## config.mk

```make
export PLATFORM = sky130hd
export DESIGN_NAME = timeout_sync_timer
export DESIGN_NICKNAME = d
export VERILOG_FILES = /design/src/rtl/timeout_sync_timer_pkg.sv /design/src/rtl/timeout_sync_edge_det.sv /design/src/rtl/timeout_sync_timer.sv
export SDC_FILE = /design/constraint.sdc
export NUM_CORES = 1
export LEC_CHECK = 0
export CAP_MARGIN = 20
export CELL_PAD_IN_SITES_DETAIL_PLACEMENT = 1
export CELL_PAD_IN_SITES_GLOBAL_PLACEMENT = 1
export CORE_AREA = 2 2 39 41
export DETAILED_ROUTE_END_ITERATION = 10
export DIE_AREA = 0 0 41 43
export PLACE_DENSITY = 0.62
export SYNTH_ARGS = -nofsm -noshare
export SYNTH_HDL_FRONTEND = slang
export SYNTH_SLANG_ARGS = --single-unit
```

## constraint.sdc

```tcl
create_clock -name clk_in -period 1.5 [get_ports clk_in]
set_clock_uncertainty 0.1 [all_clocks]
set_input_delay 0.15 -clock clk_in [delete_from_list [all_inputs] [get_ports clk_in]]
set_output_delay 0.15 -clock clk_in [all_outputs]
set_load 0.005 [all_outputs]
```

## src/rtl/timeout_sync_timer_pkg.sv

```systemverilog
`default_nettype none
// ============================================================================
//  Module      : timeout_sync_timer_pkg
//  Description : Shared types and constants for the one-shot timeout timer.
//  Revision    : 1.0  initial release
// ============================================================================
package timeout_sync_timer_pkg;

   // Default counter width; the longest timeout is 2**width - 1 cycles.
   localparam int unsigned C_DEFAULT_COUNTER_WIDTH = 4;

   // Two-state control: either counting down or waiting for a trigger.
   typedef enum logic [0:0] {
      ST_IDLE = 1'b0,
      ST_RUN  = 1'b1
   } run_state_e;

endpackage : timeout_sync_timer_pkg
`default_nettype wire

```

## src/rtl/timeout_sync_edge_det.sv

```systemverilog
`default_nettype none
// ============================================================================
//  Module      : timeout_sync_edge_det
//  Description : Registers the start input and flags a 0->1 transition
//                between consecutive samples. The history register clears
//                on reset, so a level held high through reset release
//                produces exactly one rise.
//  Revision    : 1.0  initial release
// ============================================================================
module timeout_sync_edge_det (
   input  logic clk_in,
   input  logic reset,
   input  logic start,
   output logic rise
);

   logic start_q;
   logic start_d;

   // Next history value is simply the current sample.
   always_comb begin
      start_d = start;
   end

   // History register, cleared by synchronous reset.
   always_ff @(posedge clk_in) begin
      if (reset) begin
         start_q <= 1'b0;
      end else begin
         start_q <= start_d;
      end
   end

   // Rise is high when the current sample is 1 and the previous one was 0.
   always_comb begin
      rise = start & ~start_q;
   end

endmodule : timeout_sync_edge_det
`default_nettype wire

```

## src/rtl/timeout_sync_timer.sv

```systemverilog
`default_nettype none
// ============================================================================
//  Module      : timeout_sync_timer
//  Description : Synchronous one-shot timeout counter. A rising edge on start
//                loads value; running stays high for exactly value cycles,
//                starting the cycle after the trigger edge. counter shows the
//                remaining cycles. value == 0 leaves the timer idle.
//  Config      : TIMEOUT_SYNC_RETRIGGER_EN - when defined, a trigger while
//                running reloads the counter; otherwise it is ignored and the
//                current countdown completes unchanged.
//  Revision    : 1.0  initial release
// ============================================================================
module timeout_sync_timer
   import timeout_sync_timer_pkg::*;
#(
   parameter int unsigned COUNTER_WIDTH = C_DEFAULT_COUNTER_WIDTH
) (
   input  logic                     clk_in,
   input  logic                     reset,
   input  logic                     start,
   input  logic [COUNTER_WIDTH-1:0] value,
   output logic [COUNTER_WIDTH-1:0] counter,
   output logic                     running
);

   logic                     trig;
   logic                     value_nz;
   run_state_e               state_q;
   run_state_e               state_d;
   logic [COUNTER_WIDTH-1:0] counter_q;
   logic [COUNTER_WIDTH-1:0] counter_d;

   timeout_sync_edge_det u_edge_det (
      .clk_in (clk_in),
      .reset  (reset),
      .start  (start),
      .rise   (trig)
   );

   // A zero-length request never enters the running state.
   always_comb begin
      value_nz = (value != '0);
   end

   // Next-state and next-count logic; defaults hold the current state.
   always_comb begin
      state_d   = state_q;
      counter_d = counter_q;
      case (state_q)
         ST_IDLE: begin
            counter_d = '0;
            if (trig && value_nz) begin
               counter_d = value;
               state_d   = ST_RUN;
            end
         end
         ST_RUN: begin
`ifdef TIMEOUT_SYNC_RETRIGGER_EN
            if (trig) begin
               counter_d = value;
               state_d   = value_nz ? ST_RUN : ST_IDLE;
            end else
`endif
            // Counter is always >= 1 here; the <= guards against ever
            // stepping below zero.
            if (counter_q <= COUNTER_WIDTH'(1)) begin
               counter_d = '0;
               state_d   = ST_IDLE;
            end else begin
               counter_d = counter_q - COUNTER_WIDTH'(1);
            end
         end
         default: begin
            counter_d = '0;
            state_d   = ST_IDLE;
         end
      endcase
   end

   // State and count registers; reset has priority over any trigger.
   always_ff @(posedge clk_in) begin
      if (reset) begin
         state_q   <= ST_IDLE;
         counter_q <= '0;
      end else begin
         state_q   <= state_d;
         counter_q <= counter_d;
      end
   end

   // Outputs come straight from registers.
   always_comb begin
      counter = counter_q;
      running = (state_q == ST_RUN);
   end

endmodule : timeout_sync_timer
`default_nettype wire

```

# --- Yosys cells after proc, flatten, opt, wreduce, memory -nomap -nowiden ---
# Cells that the tools add are included.
word_totals:
  word_cells: 16
  out_inout_bits: 5
  ram_bits: 0
  register_bits: 6
  latch_bits: 0
  rom_bits: 0
  inputBits: 7
  mem_count: 0
op_classes:
  bitwise_logic: 3
  muxes: 6
  n_shift: 0
  n_lt_le_gt_ge: 1
  n_div: 0
  reduce_logical: 2
  add_sub_neg: 1
  multipliers: 0
  n_eq_ne: 0
op_table:
  columns: ["op", "n"]
  rows:
  - ["two-way mux 4 bit", 2]
  - ["case mux 4 bit (2 select lines)", 1]
  - ["less-or-equal comparator 4 x 1 -> 1 bit, second input constant", 1]
  - ["nonzero test 4 bit", 1]
  - ["subtractor 4 x 1 -> 4 bit, second input constant", 1]
  - ["two-way mux 1 bit", 2]
  - ["inverter 1 bit", 2]
  - ["case mux 1 bit (2 select lines)", 1]
  - ["bitwise AND 1 bit", 1]
  - ["logical AND 1 bit", 1]

# --- Depth between registers and ports, before layout ---
depth:
  depth_word: 5
  mapped_depth: 5
  mapped_depth_nobuf: 5

# --- Hierarchy ---
# Synthesis repeated with hierarchy kept, for this count alone.
hier_totals:
  cells_unflattened: 33
  area_unflattened_um2: 321.6
by_module_without_submodules:
  columns: ["module", "seq_area_each_um2", "cells_per_inst", "instances", "area_each_um2"]
  rows:
  - ["timeout_sync_timer", 100.1, 30, 1, 274.0]
  - ["timeout_sync_edge_det", 20.0, 3, 1, 47.5]

# --- Worst setup path before layout ---
# No wires, ideal clock.
synth_path:
  path_kind: "register to register"
  start: "reg counter_q[0], in the netlist counter[0]"
  end: "reg counter_q[3], in the netlist counter[3]"
  t_arrival_ns: 1.111
  setup_slack_ns: 0.202
  setup_ns: 0.087
  synth_period_minus_slack_ns: 1.298
  t_required_ns: 1.313
  path_stages_with_launch: 6
  path_cell_list: "dfxtp_1 -> inv_1 -> ha_1 -> nor2_1 -> o31ai_1 -> o31ai_1"
synth_via:
  elab_chain_len: 3
  elab_cells_between_ends: 4
  classes_between: "add/sub: 1; order compare: 1; mux: 2"
synth_lines:
  columns: ["element", "line", "rtl"]
  rows:
  - ["start: declaration", "timeout_sync_timer.sv:30", "logic [COUNTER_WIDTH-1:0] counter_q;"]
  - ["start signal: assignment", "timeout_sync_timer.sv:87", "counter_q <= counter_d;"]
  - ["subtractor 4 x 1 -> 4 bit or less-or-equal comparator 4 x 1 -> 1 bit (tied branches)", "timeout_sync_timer.sv:70, timeout_sync_timer.sv:66", null]
  - ["two-way mux 4 bit (*)", "timeout_sync_timer.sv:66", "if (counter_q <= COUNTER_WIDTH'(1)) begin"]
  - ["case mux 4 bit (2 select lines) (*)", "timeout_sync_timer.sv:49", "case (state_q)"]
# Mark *: on every way between the ends. The rest lies on a longest branch, timed or not.
# A chain may end at the register's enable or synchronous reset.

# --- Final worst setup path ---
layout_path:
  start: "reg counter_q[2], in the netlist counter[2]"
  end: "out counter[2]"
layout_rtl:
  columns: ["element", "line", "rtl"]
  rows:
  - ["end: declaration", "timeout_sync_timer.sv:22", "output logic [COUNTER_WIDTH-1:0] counter,"]
# No word-level cell between the ends.

==> impl_metrics.toml <==
[logic_synthesis]
synthesis.nets = 40
synth_top_area_frac = 0.398
synth.area.top_cells = "dfxtp_1 40%, ha_1 8.3%, a21oi_1 6.6%"
synth.distinct_cells = 16
synth_cells = 31
synth_top_family_by_area = "compound AO/OA/AOI/OAI gates"
syn_avg_cell_area_um2 = 9.73
synth_xor_area_frac = 0.0581
synth_mux_area_frac = 0
yosysTopAreaCell = "dfxtp_1"
yosys.area_share.simple = 0.191
yosysSeqAreaShare = 0.398
synth_warnings = 0
synth_adder_area_share = 0.0830
netlist_area_um2 = 302
synth-compound-area-share = 0.232
ys_ff_latch = 6

[clock_tree]
cts-buffers-inserted = 3
clk_latency_ns = 0.24
clk_path_buf_depth = 2
postCtsSetupRepairBufs = 0
cts.root.buffer_cell = "clkbuf_4"
cts_tree = "done"
cts_hold_buffers = 0
cts_max_level = 1
clkTransAtPathRegs_ns = 0.04
cts_sinks = 6

[worst_setup_path]
critPathMaxFanout = 7
crit_path_max_incr_delay_ns = 0.52
cp-start-kind = "flip-flop"
path_delay_family = "buffers and inverters"
crit_chain = "clkdlybuf4s50_1"
critPathCaptureType = "output pin"
required_ns = 1.25
crit_type = "reg -> out"
critPathBufInv = 1
cp_slowest_cell = "clkdlybuf4s50_1"
arrival_ns = 1.16

[timing]
fin_setup_tns_ns = 0
hold_violations = 0
finalSetupViolCount = 0
slew_viol_final = 0
worstMarginPinSlew_ns = 0.312
relSlewSlack = 0.790
finalCritPeriodShare = 0.937
rsz0062_at_grt = "no"
max_freq_ghz = 0.711
min_period_ns = 1.41
fin_hold_ws_ns = 0.390

[place]
place_area_um2 = 432
gp_congestion = 0.710
io_buffers = 11
hpwl_um = 595

[floorplanning]
fp.dieH_um = 43
die_w_um = 41
core_area_mm2 = 0.00138
die_area_mm2 = 0.00176
row_count = 14
start_util = 0.218
pin_count = 12

[power]
power.share.combinational = 0.203
finalPower_mw = 0.416
p_sw_mw = 0.103
vdd_drop_max_uv = 432
switching_share = 0.247
power.internal_mw = 0.313
p_per_area_mw_per_mm2 = 904
cellLeakagePower_nw = 0.164
clkPwrFrac = 0.349
seqPwrFrac = 0.448

[grt]
grt_antenna_before_repair = 0
grt_pass1_wl_um = 1170
grt_pass1_vias = 300
grt_max_degree = 8
gr-total-overflow = 0
grt_usage = 0.0995

[detailed_routing]
num_vias = 296
first_iter_violations = 3
drt-wirelength-per-cell_um = 11.4
drt-vias-per-instance = 4.85
postRouteAntennaNets = 0
firstDrtPassIters = 3
remaining_drc_errors = 0
routed_wl_um = 694

[cells_and_area]
fin_nets = 56
num_antenna_cells = 0
final_layout_size_suffix_gt1_frac = 0.200
area_growth_pct = 52.7
nFillCells = 166
fin_area_um2 = 460
final_common_cell = "clkdlybuf4s50_1"
final_cell_mix = "11 x clkdlybuf4s50_1, 4 x a21oi_1"

[hold_path]
hold_path.class = "in -> reg"

[run_status]
status = "finished clean"

[run]
cap_violations = 0
==> state kept, by name, indices dropped and copies added, names as in the netlist <==
name                cells
u_edge_det.start_q      1
counter                 4
running                 1
==> final cells by class <==
class / count / area [µm²] / area share
well taps: 16 / 20.0 / 0.0435
clock buffers: 3 / 22.5 / 0.0489
multi-input cells: 22 / 173 / 0.375
flip-flops and latches: 6 / 124 / 0.269
repair buffers: 11 / 110 / 0.239
inverters: 3 / 11.3 / 0.0245
==> path summary, 6_finish.rpt <==
path,startpoint,to,slack [ns],cells past startpoint
setup / recovery,counter[2],counter[2],0.09,1
hold / removal,start,u_edge_det.start_q,0.39,2
setup reg to reg,counter[0],counter[3],0.14,5
hold reg to reg,running,counter[2],0.44,2
==> synthesized netlist by cell type <==
cell type	instances
dfxtp_1	6
a21oi_1	4
inv_1	3
nand2_1	3
ha_1	2
o311ai_0	2
o31ai_1	2
nand3b_1	1
nor2_1	1
nor2b_1	1
nor3_2	1
nor3b_4	1
o311ai_1	1
o41ai_1	1
xnor2_1	1
xor2_1	1
==> logic make-up (layout without fill, tap and decap cells) <==
logic type      count (synthesis)  after routing
flops                           6              6
xor+xnor                        2              2
simple gates                    8              8
compound gates                 10             10
fa+ha+maj                       2              2
buf+inv                         3             17
==> power by group through the flow <==
stage               sequential [mW]  combinational, mW  clock [mW]
floorplan                     0.187             0.0388           0
global placement              0.188             0.0826           0
detailed placement            0.189             0.0836           0
CTS                           0.187             0.0843       0.150
global route                  0.189             0.0938       0.166
finish                        0.187             0.0846       0.145
==> per-stage QoR <==
step / setup WS [ns] / utilization / std cells
4_1_cts: 0.0391 / 0.330 / 61
3_5_place_dp: 0.0690 / 0.312 / 58
2_1_floorplan: 0.202 / - / 31
6_report: 0.0938 / 0.333 / 61
3_3_place_gp: 0.116 / 0.312 / 58
5_1_grt: 0.00124 / 0.333 / 61
==> metal layers <==
metal / GRT usage / routed length (µm) / up-vias / share of wire
li1: - / - / 144 / -
met1: 0.116 / 298 / 138 / 0.43
met2: 0.150 / 331 / 12 / 0.48
met3: 0.0157 / 48 / 2 / 0.069
met4: 0.0800 / 16 / 0 / 0.023
met5: 0 / 0 / - / 0
==> repair_timing <==
item / in CTS / in global routing
cloned: 0 / 0
resized for setup: 2 / 2
setup endpoints to repair: 2 / 5
(Power assumes the default switching activity.)
